File: src/rtl/mem_port_arbiter.sv
// mem_port_arbiter: round-robin arbiter that shares one data-memory port
// between three requesters (core load/store, DMA, debug). It drives the
// select of the 3-to-1 data mux, a one-hot grant and the memory enable,
// holds the grant until the memory acknowledges, then pulses a
// per-requester done for one cycle.
//
// Optional feature: define ARB_TIMEOUT_EN to abort a BUSY phase that has
// waited TIMEOUT cycles without mem_ack_i. The abort ends in DONE with
// done_o=0 and a one-cycle err_o pulse. Without the macro, BUSY waits
// indefinitely and err_o is constant 0.
//
// Every output is registered. The state register and all output registers
// load together from a single next-state/next-output process.

module mem_port_arbiter #(
  parameter int TIMEOUT = 15,
  parameter int CNT_W   = 4
) (
  input  logic       clk_i,
  input  logic       rst_i,
  input  logic [2:0] req_i,
  input  logic       mem_ack_i,
  output logic [1:0] sel_o,
  output logic [2:0] gnt_o,
  output logic       mem_en_o,
  output logic [2:0] done_o,
  output logic       busy_o,
  output logic       err_o
);

  // The timeout counter must be able to represent TIMEOUT.
  if ((2 ** CNT_W) <= TIMEOUT) begin : g_bad_cfg
    $error("mem_port_arbiter: CNT_W too narrow for TIMEOUT");
  end

  typedef enum logic [1:0] {
    IDLE = 2'd0,
    BUSY = 2'd1,
    DONE = 2'd2
  } state_t;

  state_t     state, state_n;
  logic [1:0] ptr, ptr_n;
  logic [1:0] sel_n;
  logic [2:0] gnt_n;
  logic       mem_en_n;
  logic [2:0] done_n;
  logic       busy_n;
  logic       err_n;

`ifdef ARB_TIMEOUT_EN
  logic [CNT_W-1:0] cnt, cnt_n;
`endif

  // Modulo-3 increment; an index or pointer never holds 3.
  function automatic logic [1:0] inc3(input logic [1:0] v);
    return (v == 2'd2) ? 2'd0 : v + 2'd1;
  endfunction

  // First requester set, searching ptr, ptr+1, ptr+2 (mod 3).
  // Only meaningful when req is non-zero.
  function automatic logic [1:0] pick(input logic [2:0] req,
                                      input logic [1:0] start);
    logic [1:0] c0, c1, c2;
    c0 = start;
    c1 = inc3(c0);
    c2 = inc3(c1);
    if (req[c0])      return c0;
    else if (req[c1]) return c1;
    else              return c2;
  endfunction

  // Index to one-hot grant/done vector.
  function automatic logic [2:0] onehot(input logic [1:0] idx);
    return 3'b001 << idx;
  endfunction

  // State and output registers.
  // NOTE: sequential state uses non-blocking assignments so every register
  // samples the pre-edge values, independent of statement order.
  always_ff @(posedge clk_i or posedge rst_i) begin
    if (rst_i) begin
      state    <= IDLE;
      ptr      <= 2'd0;
      sel_o    <= 2'd0;
      gnt_o    <= 3'b000;
      mem_en_o <= 1'b0;
      done_o   <= 3'b000;
      busy_o   <= 1'b0;
      err_o    <= 1'b0;
    end else begin
      state    <= state_n;
      ptr      <= ptr_n;
      sel_o    <= sel_n;
      gnt_o    <= gnt_n;
      mem_en_o <= mem_en_n;
      done_o   <= done_n;
      busy_o   <= busy_n;
      err_o    <= err_n;
    end
  end

`ifdef ARB_TIMEOUT_EN
  // Timeout counter register, cleared on BUSY entry by the next-state logic.
  always_ff @(posedge clk_i or posedge rst_i) begin
    if (rst_i) cnt <= '0;
    else       cnt <= cnt_n;
  end
`endif

  // Next-state and next-output logic.
  // NOTE: every variable gets a default at the top so no path leaves one
  // unassigned, which would otherwise infer a latch.
  always_comb begin
    state_n  = state;
    ptr_n    = ptr;
    sel_n    = sel_o;
    gnt_n    = gnt_o;
    mem_en_n = mem_en_o;
    done_n   = 3'b000;
    err_n    = 1'b0;
`ifdef ARB_TIMEOUT_EN
    cnt_n    = cnt;
`endif

    unique case (state)
      IDLE: begin
        // sel holds its last value while idle; grant and enable stay low.
        gnt_n    = 3'b000;
        mem_en_n = 1'b0;
        if (req_i != 3'b000) begin
          sel_n    = pick(req_i, ptr);
          gnt_n    = onehot(pick(req_i, ptr));
          mem_en_n = 1'b1;
          state_n  = BUSY;
`ifdef ARB_TIMEOUT_EN
          cnt_n    = '0;
`endif
        end
      end

      BUSY: begin
        // sel_o carries the granted index for the whole BUSY phase.
        // An ack on the same cycle as the timeout takes priority.
        if (mem_ack_i) begin
          gnt_n    = 3'b000;
          mem_en_n = 1'b0;
          done_n   = onehot(sel_o);
          ptr_n    = inc3(sel_o);
          state_n  = DONE;
        end
`ifdef ARB_TIMEOUT_EN
        else if (cnt == CNT_W'(TIMEOUT)) begin
          gnt_n    = 3'b000;
          mem_en_n = 1'b0;
          err_n    = 1'b1;
          ptr_n    = inc3(sel_o);
          state_n  = DONE;
        end else begin
          cnt_n = cnt + CNT_W'(1);
        end
`endif
      end

      DONE: begin
        // done_o/err_o were set on entry and drop here; acks are ignored.
        state_n = IDLE;
      end

      default: begin
        state_n  = IDLE;
        gnt_n    = 3'b000;
        mem_en_n = 1'b0;
      end
    endcase

    busy_n = (state_n != IDLE);
  end

endmodule

File: config.mk
export PLATFORM = sky130hd
export DESIGN_NAME = mem_port_arbiter
export DESIGN_NICKNAME = d
export VERILOG_FILES = /design/src/rtl/mem_port_arbiter.sv
export SDC_FILE = /design/constraint.sdc
export NUM_CORES = 1
export LEC_CHECK = 0
export BUFFER_PORTS_ARGS = -buffer_cell sky130_fd_sc_hd__buf_2
export CELL_PAD_IN_SITES_DETAIL_PLACEMENT = 1
export CELL_PAD_IN_SITES_GLOBAL_PLACEMENT = 2
export CORE_MARGIN = 5
export CORE_UTILIZATION = 31
export DETAILED_ROUTE_END_ITERATION = 16
export HOLD_SLACK_MARGIN = 0.03
export PLACE_DENSITY_LB_ADDON = 0.1
export SYNTH_ARGS = -nofsm -noshare
export SYNTH_HDL_FRONTEND = slang
export SYNTH_SLANG_ARGS = --single-unit
File: constraint.sdc
create_clock -name clk_i -period 2.2 [get_ports clk_i]
set_clock_uncertainty 0.1 [all_clocks]
set_input_delay 0.33 -clock clk_i [delete_from_list [all_inputs] [get_ports clk_i]]
set_output_delay 0.33 -clock clk_i [all_outputs]
set_load 0.01 [all_outputs]
==> Word level (Yosys, flattened, before mapping) <==
Cells that the tools add are included.
{ "op_classes": {"n_addsub": 3, "order_cmp": 2, "eq_ne": 6, "shifts": 2, "n_mux": 22, "bitwise_logic": 1, "n_reduce_logical": 6} }
{ "ops": {"columns": ["operator", "n"], "rows": [
  ["$mux W2", 9],
  ["$mux W3", 4],
  ["$pmux W3 S3", 1],
  ["$eq A2 B2 Y1 const B", 4],
  ["$add A2 B1 Y2 const B", 3],
  ["$lt A2 B3 Y1 const B", 2],
  ["$reduce_and A2 Y1", 3],
  ["$shl A1 B2 Y3 const A", 2],
  ["$bmux W1 S2", 2],
  ["$mux W1", 4],
  ["$pmux W2 S2", 1],
  ["$pmux W1 S3", 1],
  ["$reduce_bool A3 Y1", 1],
  ["$eq A2 B1 Y1 const B", 1],
  ["$logic_not A2 Y1", 1],
  ["$ne A2 B2 Y1 const B", 1],
  ["$reduce_bool A2 Y1", 1],
  ["$not A1 Y1", 1]
]} }
{ "totals": {"ff_bits": 14, "in_bits": 6, "out_inout_bits": 11} }

==> Depth between registers and ports, before layout <==
{ "logic_depth": {"word_depth": 11, "depth_mapped": 5} }

==> Worst setup path before layout <==
OpenSTA, ideal clock, no wires.
{ "synth_timing": {"path_kind": "flip-flop to flip-flop", "start": "reg state[0]", "end": "reg sel_o[1]", "setup_ns": 0.118, "arrival_ns": 1.058, "path_slack_ns": 0.924, "path_stages_with_launch": 4, "path_cell_list": "dfrtp_1 or3_1 buf_6 a21o_1"} }
{ "synth_via": {"elab_chain_len": 2} }
{ "synth_rtl": {"columns": ["item", "line", "source"], "rows": [
  ["start, declared", "42", "state_t state, state_n;"],
  ["start signal, assigned", "92", "state <= state_n;"],
  ["$logic_not A2 Y1", "126", "unique case (state)"],
  ["$reduce_and A2 Y1 (no source line)", null, null],
  ["end signal, assigned", "94", "sel_o <= sel_n;"],
  ["end, declared", "23", "output logic [1:0] sel_o,"]
]} }
Every way passes these cells.
A chain may end at the register's enable or synchronous reset.

==> Final worst setup path <==
Same ends and word-level chain as after synthesis.

==> results.md <==
- Status: finished, final reports clean
- Hold Slack: 0.181 ns
- P&R area growth vs syn: 23.3%
- Reg2reg start: state[0]
- Seq. cell area: 350 um2
- Power Dens Cells: 1350 nW/um2
- Vias per cell: between 4 and 5
- DIE AREA: between 2000 and 3000 um2
- # setup viols final: 0
- Nets: 77
- Initial Util: 33.0%
- Synth area leaders: dfrtp_1 (61%), a21o_1 (5.2%), nand2_1 (4.6%)
- Critical Path RT: 2.31 ns
- Power, Total: about 0.96 mW
- Core area: 1750 um2
- 1st-iter DRT viols: 2
- Rows: 15
- Syn_area_per_cell: 11.1 um2
- Share of layout cells above drive strength 1: 30.0%
- Initial antenna violation count: 0
- CTS tree: yes
- ANT nets after route: 0
- Peak supply drop: 0.000634 V
- Largest net degree at the start of global routing: 15
- Final Max Tran Viols: 0
- H-tree depth: 1
- Clock tree buffer depth: 2
- HP Class: in -> reg
- DRT Pass-1 Iters: 2
- Final HPWL DP: 929 um
- Remaining Overflow, GRT: 0
- Max-Cap Viols: 0
- Mapped Area: 576 um2
- Max Freq: about 730 MHz
- WP data arrival: 1.49 ns
- Chip height: 53.1 um
- Drt drc: 0
- Startpoint Class: flip-flop
- R2R Setup Slk: 0.83 ns
- Synth cell types: 22
- Sequential fraction of the synthesis area: 60.9%
- CP Class: reg -> reg
- CTS sink cnt: 14
- CP cell instances: or3_1 > nor2_2 > a21o_1
- GRT Resource Usage Total: roughly a tenth
- FF-to-FF path depth: 3
- R2R Path End: sel_o[1]
- WL final: ~1200 um
- Final hold violations: 0
- Setup crit end: sel_o[1]
- CTS Buf Count: 3
- Max-slew headroom: 64.8%
- Clock Latency Late Sink: 0.27 ns
- Setup TNS: 0 ns
- Synth Register Bits: 14
- Leading area contributor after synthesis: dfrtp_1
- CP Capture Type: flip-flop
- Worst-path fanout max: 7
- Port buffer count: 15
- Area of the multi-input gates: 199 um2
- Synth warn: 0
- Post-synth top area share: 60.9%
- Syn Nets: 58
- Tcrit/Tclk final: 62.5%
- Vias in the first global route: between 400 and 500
- Worst-Margin Slew: 0.527 ns
- Die W: 53.1 um
- Inserted Diodes: 0
- Routed length per instance: 12.9 um
- Clock-pin slew on the worst setup and hold paths: roughly 0.090 ns
- DR vias: 445
- Critical path's largest stage delay: 0.51 ns
- Cells after Synth: 52
- Leakage Power: 0.390 nW
- Io pins: 17
- RSZ-0062 raised after global routing: false
- Slowest CP cell: or3_1
- Min Clock Period, post-route: 1.37 ns
- First-pass GRT wire length: between 1500 and 2000 um
- # resized after CTS: 0
- Worst Setup SP: state[0]
- Final Core Density: 40.6%
- Fillers: 222
- Root Driver: clkbuf_4
- Final RePlAce weighted congestion: roughly 0.70
==> sequential cells by signal (all words and copies together) (netlist names) <==
name	count
ptr	2
done_o	3
sel_o	2
state	2
mem_en_o	1
gnt_o	3
busy_o	1
==> report_power, final <==
group          leakage (nW)  switching [mW]  internal, mW
Clock                0.0210          0.0841         0.100
Combinational         0.189           0.189         0.149
Sequential            0.180          0.0786         0.358
Total                 0.390           0.352         0.608
==> cells in the final DEF, fill, tap and decap left out, types with 2 or more instances in the layout <==
master    netlist  routed
nand2b_1        4       4
clkbuf_4        0       3
a21o_1          4       4
nor3_1          3       3
buf_2           0      15
nor3b_1         2       2
dfrtp_1        14      14
nand2_1         7       7
inv_1           2       2
o21ai_0         2       2
==> metrics by stage <==
stage                     worst slack, ns  area, um2  instances
after CTS                           0.813        709         95
after floorplan                     0.924        576         52
final                               0.826        709         95
after global placement              0.776        663         90
after global routing                0.745        709         95
after detailed placement            0.765        663         90
==> cell families after synthesis <==
kind of cell    share of synthesized area, %
compound gates                          13.7
simple gates                            20.2
flops                                   60.9
other cells                            0.652
buf+inv                                 4.57
==> worst max-delay path, delay by kind of cell (launching register included) <==
family / cells / cell delay [ns]
AOI/OAI and AO/OA: 1 / 0.10
and+or+nand+nor: 2 / 0.69
DFF: 1 / 0.43
==> Yosys cell counts <==
| master | count |
|---|---|
| o21ai_0 | 2 |
| nand3b_1 | 1 |
| nand2b_1 | 4 |
| or3_1 | 1 |
| nor2_1 | 1 |
| nor2b_1 | 1 |
| buf_4 | 1 |
| nor3_1 | 3 |
| nor3b_1 | 2 |
| buf_6 | 1 |
| a22o_1 | 1 |
| o21ai_1 | 1 |
| a21o_1 | 4 |
| a21oi_2 | 1 |
| nor2_2 | 1 |
| dfrtp_1 | 14 |
| inv_1 | 2 |
| a32oi_1 | 1 |
| o21a_1 | 1 |
| nand3_1 | 1 |
| conb_1 | 1 |
| nand2_1 | 7 |
==> final cells by class <==
type                            instances  share of cell area [%]
Sequential cell                        14                    49.4
Tap cell                               25                    4.41
Clock buffer                            4                    5.11
Timing Repair Buffer                   16                    12.0
Inverter                                2                    1.06
Multi-Input combinational cell         34                    28.0
==> worst min path at each step <==
stage | startpoint | endpoint | slack (ns) | cells after the start
3_5_place_dp | rst_i | gnt_o[1] | 0.31 | 2
4_1_cts | mem_ack_i | state[0] | 0.19 | 2
6_report | mem_ack_i | state[0] | 0.18 | 2
2_1_floorplan | rst_i | busy_o | 0.12 | 1
5_1_grt | mem_ack_i | state[0] | 0.18 | 2
3_3_place_gp | rst_i | mem_en_o | 0.30 | 2
==> per-layer routing <==
layer  vias to the layer above  GRT usage [%]  part of all wire [%]  wire [um]
li1                        208              -                     -          -
met1                       221           13.7                    50        619
met2                        16           14.9                    43        531
met3                         0           3.38                   6.4         79
met4                         0           2.55                     0          0
met5                         -              0                     0          0
==> repair_timing <==
item / in CTS / in global routing
endpoints found under the hold margin: 14 / 0
hold buffers: 1 / 0
setup buffers: 0 / 0
Power figures use the tool's default switching activity.
